[src/rtl/imm_decode_pkg.sv]
// Shared immediate-type encodings, RV opcode constants and pipe states for the
// immediate decode pipeline.
package imm_decode_pkg;

  typedef enum logic [2:0] {
    IMM_NONE = 3'd0,
    IMM_I    = 3'd1,
    IMM_S    = 3'd2,
    IMM_B    = 3'd3,
    IMM_U    = 3'd4,
    IMM_J    = 3'd5,
    IMM_Z    = 3'd6
  } imm_type_e;

  typedef enum logic {
    ST_EMPTY,
    ST_FULL
  } pipe_state_e;

  localparam logic [6:0] OPC_LOAD      = 7'b0000011;
  localparam logic [6:0] OPC_MISC_MEM  = 7'b0001111;
  localparam logic [6:0] OPC_OP_IMM    = 7'b0010011;
  localparam logic [6:0] OPC_AUIPC     = 7'b0010111;
  localparam logic [6:0] OPC_OP_IMM_32 = 7'b0011011;
  localparam logic [6:0] OPC_STORE     = 7'b0100011;
  localparam logic [6:0] OPC_OP        = 7'b0110011;
  localparam logic [6:0] OPC_LUI       = 7'b0110111;
  localparam logic [6:0] OPC_OP_32     = 7'b0111011;
  localparam logic [6:0] OPC_BRANCH    = 7'b1100011;
  localparam logic [6:0] OPC_JALR      = 7'b1100111;
  localparam logic [6:0] OPC_JAL       = 7'b1101111;
  localparam logic [6:0] OPC_SYSTEM    = 7'b1110011;

  // 32-bit immediate before widening to XLEN; Z is built with bit 31 clear so
  // a later sign extension leaves it zero-extended.
  function automatic logic [31:0] raw_imm(input imm_type_e t, input logic [31:0] inst);
    logic [31:0] r;
    case (t)
      IMM_I:   r = {{20{inst[31]}}, inst[31:20]};
      IMM_S:   r = {{20{inst[31]}}, inst[31:25], inst[11:7]};
      IMM_B:   r = {{19{inst[31]}}, inst[31], inst[7], inst[30:25], inst[11:8], 1'b0};
      IMM_U:   r = {inst[31:12], 12'b0};
      IMM_J:   r = {{11{inst[31]}}, inst[31], inst[19:12], inst[20], inst[30:21], 1'b0};
      IMM_Z:   r = {27'b0, inst[19:15]};
      default: r = '0;
    endcase
    return r;
  endfunction

endpackage

[src/rtl/imm_decode_comb.sv]
// Combinational opcode classification and immediate extraction.
// Optional feature: IMM_DECODE_ZICSR_EN enables the Z (CSR zimm) immediate.
module imm_decode_comb
  import imm_decode_pkg::*;
#(
  parameter int unsigned XLEN = 32
) (
  input  logic [31:0]     inst,
  output imm_type_e       imm_type,
  output logic [XLEN-1:0] imm,
  output logic            illegal
);

  logic [31:0] raw;

  always_comb begin
    imm_type = IMM_NONE;
    illegal  = 1'b0;
    case (inst[6:0])
      OPC_OP_IMM, OPC_LOAD, OPC_JALR: imm_type = IMM_I;
      OPC_OP_IMM_32: begin
        if (XLEN == 64) imm_type = IMM_I;
        else            illegal  = 1'b1;
      end
      OPC_STORE:            imm_type = IMM_S;
      OPC_BRANCH:           imm_type = IMM_B;
      OPC_LUI, OPC_AUIPC:   imm_type = IMM_U;
      OPC_JAL:              imm_type = IMM_J;
      OPC_OP, OPC_MISC_MEM: imm_type = IMM_NONE;
      OPC_OP_32:            illegal  = (XLEN != 64);
      OPC_SYSTEM: begin
`ifdef IMM_DECODE_ZICSR_EN
        if (inst[14]) imm_type = IMM_Z;
`endif
      end
      default: illegal = 1'b1;
    endcase
  end

  assign raw = raw_imm(imm_type, inst);
  assign imm = XLEN'($signed(raw));

endmodule

[src/rtl/imm_decode_pipe.sv]
// One-stage valid/ready pipeline register holding the decoded immediate.
// Optional feature: IMM_DECODE_ZICSR_EN (passed through to imm_decode_comb).
module imm_decode_pipe
  import imm_decode_pkg::*;
#(
  parameter int unsigned XLEN = 32
) (
  input  logic            clk,
  input  logic            rst_n,
  input  logic            in_valid,
  output logic            in_ready,
  input  logic [31:0]     in_inst,
  input  logic [XLEN-1:0] in_pc,
  input  logic            flush,
  output logic            out_valid,
  input  logic            out_ready,
  output logic [31:0]     out_inst,
  output logic [XLEN-1:0] out_pc,
  output logic [2:0]      out_imm_type,
  output logic [XLEN-1:0] out_imm,
  output logic            out_illegal
);

  imm_type_e       dec_type;
  logic [XLEN-1:0] dec_imm;
  logic            dec_illegal;
  pipe_state_e     state_q;
  pipe_state_e     state_d;
  logic            load;

  imm_decode_comb #(
    .XLEN(XLEN)
  ) u_dec (
    .inst     (in_inst),
    .imm_type (dec_type),
    .imm      (dec_imm),
    .illegal  (dec_illegal)
  );

  assign out_valid = (state_q == ST_FULL);
  assign in_ready  = !out_valid || out_ready;
  // flush suppresses the capture but leaves in_ready purely a function of the output side
  assign load      = in_valid && in_ready && !flush;

  always_comb begin
    state_d = state_q;
    if (flush)                       state_d = ST_EMPTY;
    else if (load)                   state_d = ST_FULL;
    else if (out_valid && out_ready) state_d = ST_EMPTY;
  end

  always_ff @(posedge clk or negedge rst_n) begin
    if (!rst_n) state_q <= ST_EMPTY;
    else        state_q <= state_d;
  end

  always_ff @(posedge clk or negedge rst_n) begin
    if (!rst_n) begin
      out_inst     <= '0;
      out_pc       <= '0;
      out_imm_type <= IMM_NONE;
      out_imm      <= '0;
      out_illegal  <= 1'b0;
    end else if (load) begin
      out_inst     <= in_inst;
      out_pc       <= in_pc;
      out_imm_type <= dec_type;
      out_imm      <= dec_imm;
      out_illegal  <= dec_illegal;
    end
  end

endmodule

[config.mk]
export PLATFORM = sky130hd
export DESIGN_NAME = imm_decode_pipe
export DESIGN_NICKNAME = d
export VERILOG_FILES = /design/src/rtl/imm_decode_pkg.sv /design/src/rtl/imm_decode_comb.sv /design/src/rtl/imm_decode_pipe.sv
export SDC_FILE = /design/constraint.sdc
export NUM_CORES = 1
export LEC_CHECK = 0
export ABC_CLOCK_PERIOD_IN_PS = 1500
export CAP_MARGIN = 40
export CORE_ASPECT_RATIO = 0.8
export CORE_MARGIN = 2
export CORE_UTILIZATION = 35
export DETAILED_ROUTE_END_ITERATION = 16
export PLACE_DENSITY_LB_ADDON = 0.3
export SLEW_MARGIN = 20
export SYNTH_ARGS = -nofsm -noshare
export SYNTH_HDL_FRONTEND = slang
export SYNTH_HIERARCHICAL = 1
export SYNTH_SLANG_ARGS = --single-unit
[constraint.sdc]
create_clock -name clk -period 1.5 [get_ports clk]
set_input_delay 0.225 -clock clk [delete_from_list [all_inputs] [get_ports clk]]
set_output_delay 0.225 -clock clk [all_outputs]
set_load 0.02 [all_outputs]
==> summary.md, run 1 <==
The logs give 3 for the H-tree level count and 3168 for the routed via count. The number of setup violations in the final report was 100. The initial DRC count came out at 124.

After detailed routing, the met3 layer carries 784 microns of wire. For the final setup skew, the log shows 0.006770 ns. The clock passes through at most 2 buffers. The flip-flop and latch count after synthesis works out to 101. The floorplan step defined a core boundary enclosing 0.01346 sq mm. Root buffer selected by CTS: clkbuf_16. The final-report hold violation count came out at 0. For the finished layout, the period the worst path requires is 1.619 ns. For the final estimated routing congestion in global placement, the log shows 0.8439. In this run the tightest slew margin relative to its limit is 68.58%. For the via count of the first global-routing pass, the log shows 3373. The number of nets handed over by synthesis was 361. The area of all placed cells without fillers was 0.007236 sq mm; the number of buffers inserted during clock tree synthesis was 9. In this run the worst path has a maximum fanout of 10.

Setup repair after global routing could not meet its margin everywhere. The run gives 7.734 mW as the total power after layout. The checks that failed: negative setup slack. Yosys mapped a number of flops with a built-in enable equal to 0. The number of antenna diodes in the final layout is 0. The run gives 18270 microns as the first-pass GRT wire length. The leakage component of the power is 3.713 nW, and the detailed-routing iteration count for the pre-antenna-repair pass is 6.

At the worst endpoint, the arrival time is 1.86 ns. The run gives 35 as the post-synthesis cell type count. Horizontal die dimension: 134.8 microns. The path class of the tightest hold or removal check is primary input to register. Fraction of post-synthesis cell area in the top cell type by area: 52.74%. Once the floorplan was initialized, standard cells occupied 35.61% of the core.

The clock slew seen by the registers of the worst setup and hold paths is 0.07 ns, and the fraction of final layout cells with drive strength greater than 1 is 33.93%. The overall die area is 0.01465 sq mm. In this run the cell area measured after placement is 0.006854 sq mm. The run gives 1122 as the final-layout fill cell count. The total half-perimeter wirelength after legalization and detailed placement is 8313 microns. Across the run, the number of max-cap violations was 0.

The wire length per cell is 17.05 microns. Global routing used 16.32% of the available tracks across all layers. After detailed routing, the number of remaining DRC violations is 0.

Average footprint of a synthesized cell: 16.41 sq um. After floorplanning, the core was divided into 38 placement rows. The growth of design area from synthesis to finish was 50.99%; the synthesized area was 0.004792 sq mm. Number of antenna violations at the first check in global routing: 0. The flow ran to the end, but the final reports show violations.

In the synthesized netlist, the number of instances is 292. The clock latency of the later-clocked register in the worst-skew pair was 0.35 ns. Sorting the synthesized cells by area gives the leading types as dfrtp_1, mux2_4, buf_12. The count of buffers added on input and output ports is 170. After detailed routing, the number of vias per cell comes to 4.611.

At the placement stage, the worst setup path has a slack of -0.5870 ns. Worst IR drop on VDD: 0.7130 mV. The worst path uses 107.9% of the clock period.

The routed length on met1 came out at 5530 microns. The detail route stage leaves a number of antenna-violating nets equal to 0. The logs give 0 for the final-report max-slew violation count and 5272 microns for the amount of wire on met2 after detailed routing.

dfrtp_1 takes more of the synthesized area than any other cell. The tools report the kind of start point of the critical path as a register. In this run the top signal layer used is met4. At the worst endpoint, the required time is 1.74 ns. The sum of routed wire length over all layers came out at 11720 microns. Excluding fillers, the count of instances in the completed layout stands at 687.

In this run the count of I/O pins placed on the die edge is 171. dfrtp_1 is the most common cell in the netlist. In this run the power density over the cells is 1069 mW/mm^2. For the post-route worst setup slack, the log shows -0.1187 ns. For this run, the leading register cell type out of synthesis is dfrtp_1.

Measured along the y axis, the die boundary spans 108.7 microns. Derived from the worst setup path, the maximum achievable clock frequency is 617.8 MHz. The leftover overflow at the end of global routing came out at 0. For the pin with the worst max-slew slack, the measured transition is 0.4713 ns. For this run, the post-layout net count is 571. For this run, the number of Yosys warnings is 6. For the setup total negative slack, the log shows -8.247 ns. The share of the Yosys chip area taken by registers is 52.74%. For the number of instances in the placed design, the log shows 661. The count of clock tree sinks is 101, and the largest net degree at the start of global routing is 32.

The category of the most critical setup path was register to register. Sorting the synthesized cells by how often they occur yields dfrtp_1, mux2_4, a21o_1. The worst setup path is captured at a register. TritonCTS built the clock tree. For this run, asynchronously set or reset flops after synthesis account for 100.0%.
-- sequential cells by signal (all words and copies together) (netlist names) --
signal,cells
out_imm,32
out_inst,32
out_pc,32
out_imm_type,3
out_illegal,1
out_valid,1
-- cell usage in the layout, fill, tap and decap left out, drive strengths merged, types with 4 or more instances in the layout --
cell type	n
a21o	20
a22o	4
buf	43
clkbuf	14
clkdlybuf4s50	59
dfrtp	101
dlygate4sd2	106
mux2	100
nand2	5
nor2	5
nor2b	8
-- metal layers --
metal / vias to the layer above / GRT usage, %
met4: 0 / 5.338
met5: - / 0
met1: 1579 / 21.78
li1: 1470 / -
met3: 12 / 6.183
met2: 107 / 24.55
-- cell type report --
| class | count | area (sq um) | share of cell area, % |
|---|---|---|---|
| multi-input cells | 172 | 2021 | 27.93 |
| flip-flops and latches | 101 | 2529 | 34.95 |
| inverters | 2 | 7.507 | 0.1038 |
| clock inverters | 7 | 90.09 | 1.245 |
| well taps | 180 | 225.2 | 3.113 |
| clock buffers | 9 | 225.2 | 3.113 |
| repair buffers | 216 | 2138 | 29.55 |
-- power by group --
part	switching [mW]	internal, mW	leakage (nW)
Combinational	0.916	1.09	2.30
Sequential	0.180	3.05	1.26
Clock	1.05	1.45	0.151
-- timing repair --
action	CTS	global route
cloned	1	3
endpoints found under the setup margin	196	97
endpoints found under the hold margin	28	0
buffers inserted	1	4
hold buffers	1	0
resized for setup	117	16
pin swaps	1	1
-- critical path, stage by stage (launching register included) --
cell	delay, ns
dfrtp_2	0.40
nor2b_4	0.13
nor3b_4	0.17
buf_6	0.16
buf_6	0.16
clkbuf_16	0.19
mux2_4	0.30
-- logic make-up after synthesis --
logic type	synth area share (%)
muxes	31.54
buffers and inverters	5.300
AOI/OAI and AO/OA	5.953
DFF	52.74
and+or+nand+nor	4.465
-- path summary, 6_finish.rpt --
path	startpoint	end	slack (ns)	cells after the start
max	out_valid$_DFFE_PN0P_	out_imm[10]$_DFFE_PN0P_	-0.12	6
min	in_inst[0]	out_inst[0]$_DFFE_PN0P_	0.18	2
max reg2reg	out_valid$_DFFE_PN0P_	out_imm[10]$_DFFE_PN0P_	-0.12	6
min reg2reg	out_pc[28]$_DFFE_PN0P_	out_pc[28]$_DFFE_PN0P_	0.50	1
max in group asynchronous	rst_n	out_valid$_DFFE_PN0P_	0.59	3
min in group asynchronous	rst_n	out_pc[0]$_DFFE_PN0P_	0.38	2
-- stage by stage --
stage,util (%),hold slack (ns)
final,53.78,0.1774
after global routing,53.78,0.1757
after CTS,52.79,0.2910
after detailed placement,50.94,0.2111
after global placement,50.94,0.2043
after floorplan,-,-0.07059
(Power assumes the default switching activity.)
==> inputs of run 2 (changes only) <==
SLEW_MARGIN = 40   (was 20)
==> results of run 2 <==
No change in the layout: final DEF, timing and power equal those of run 1.
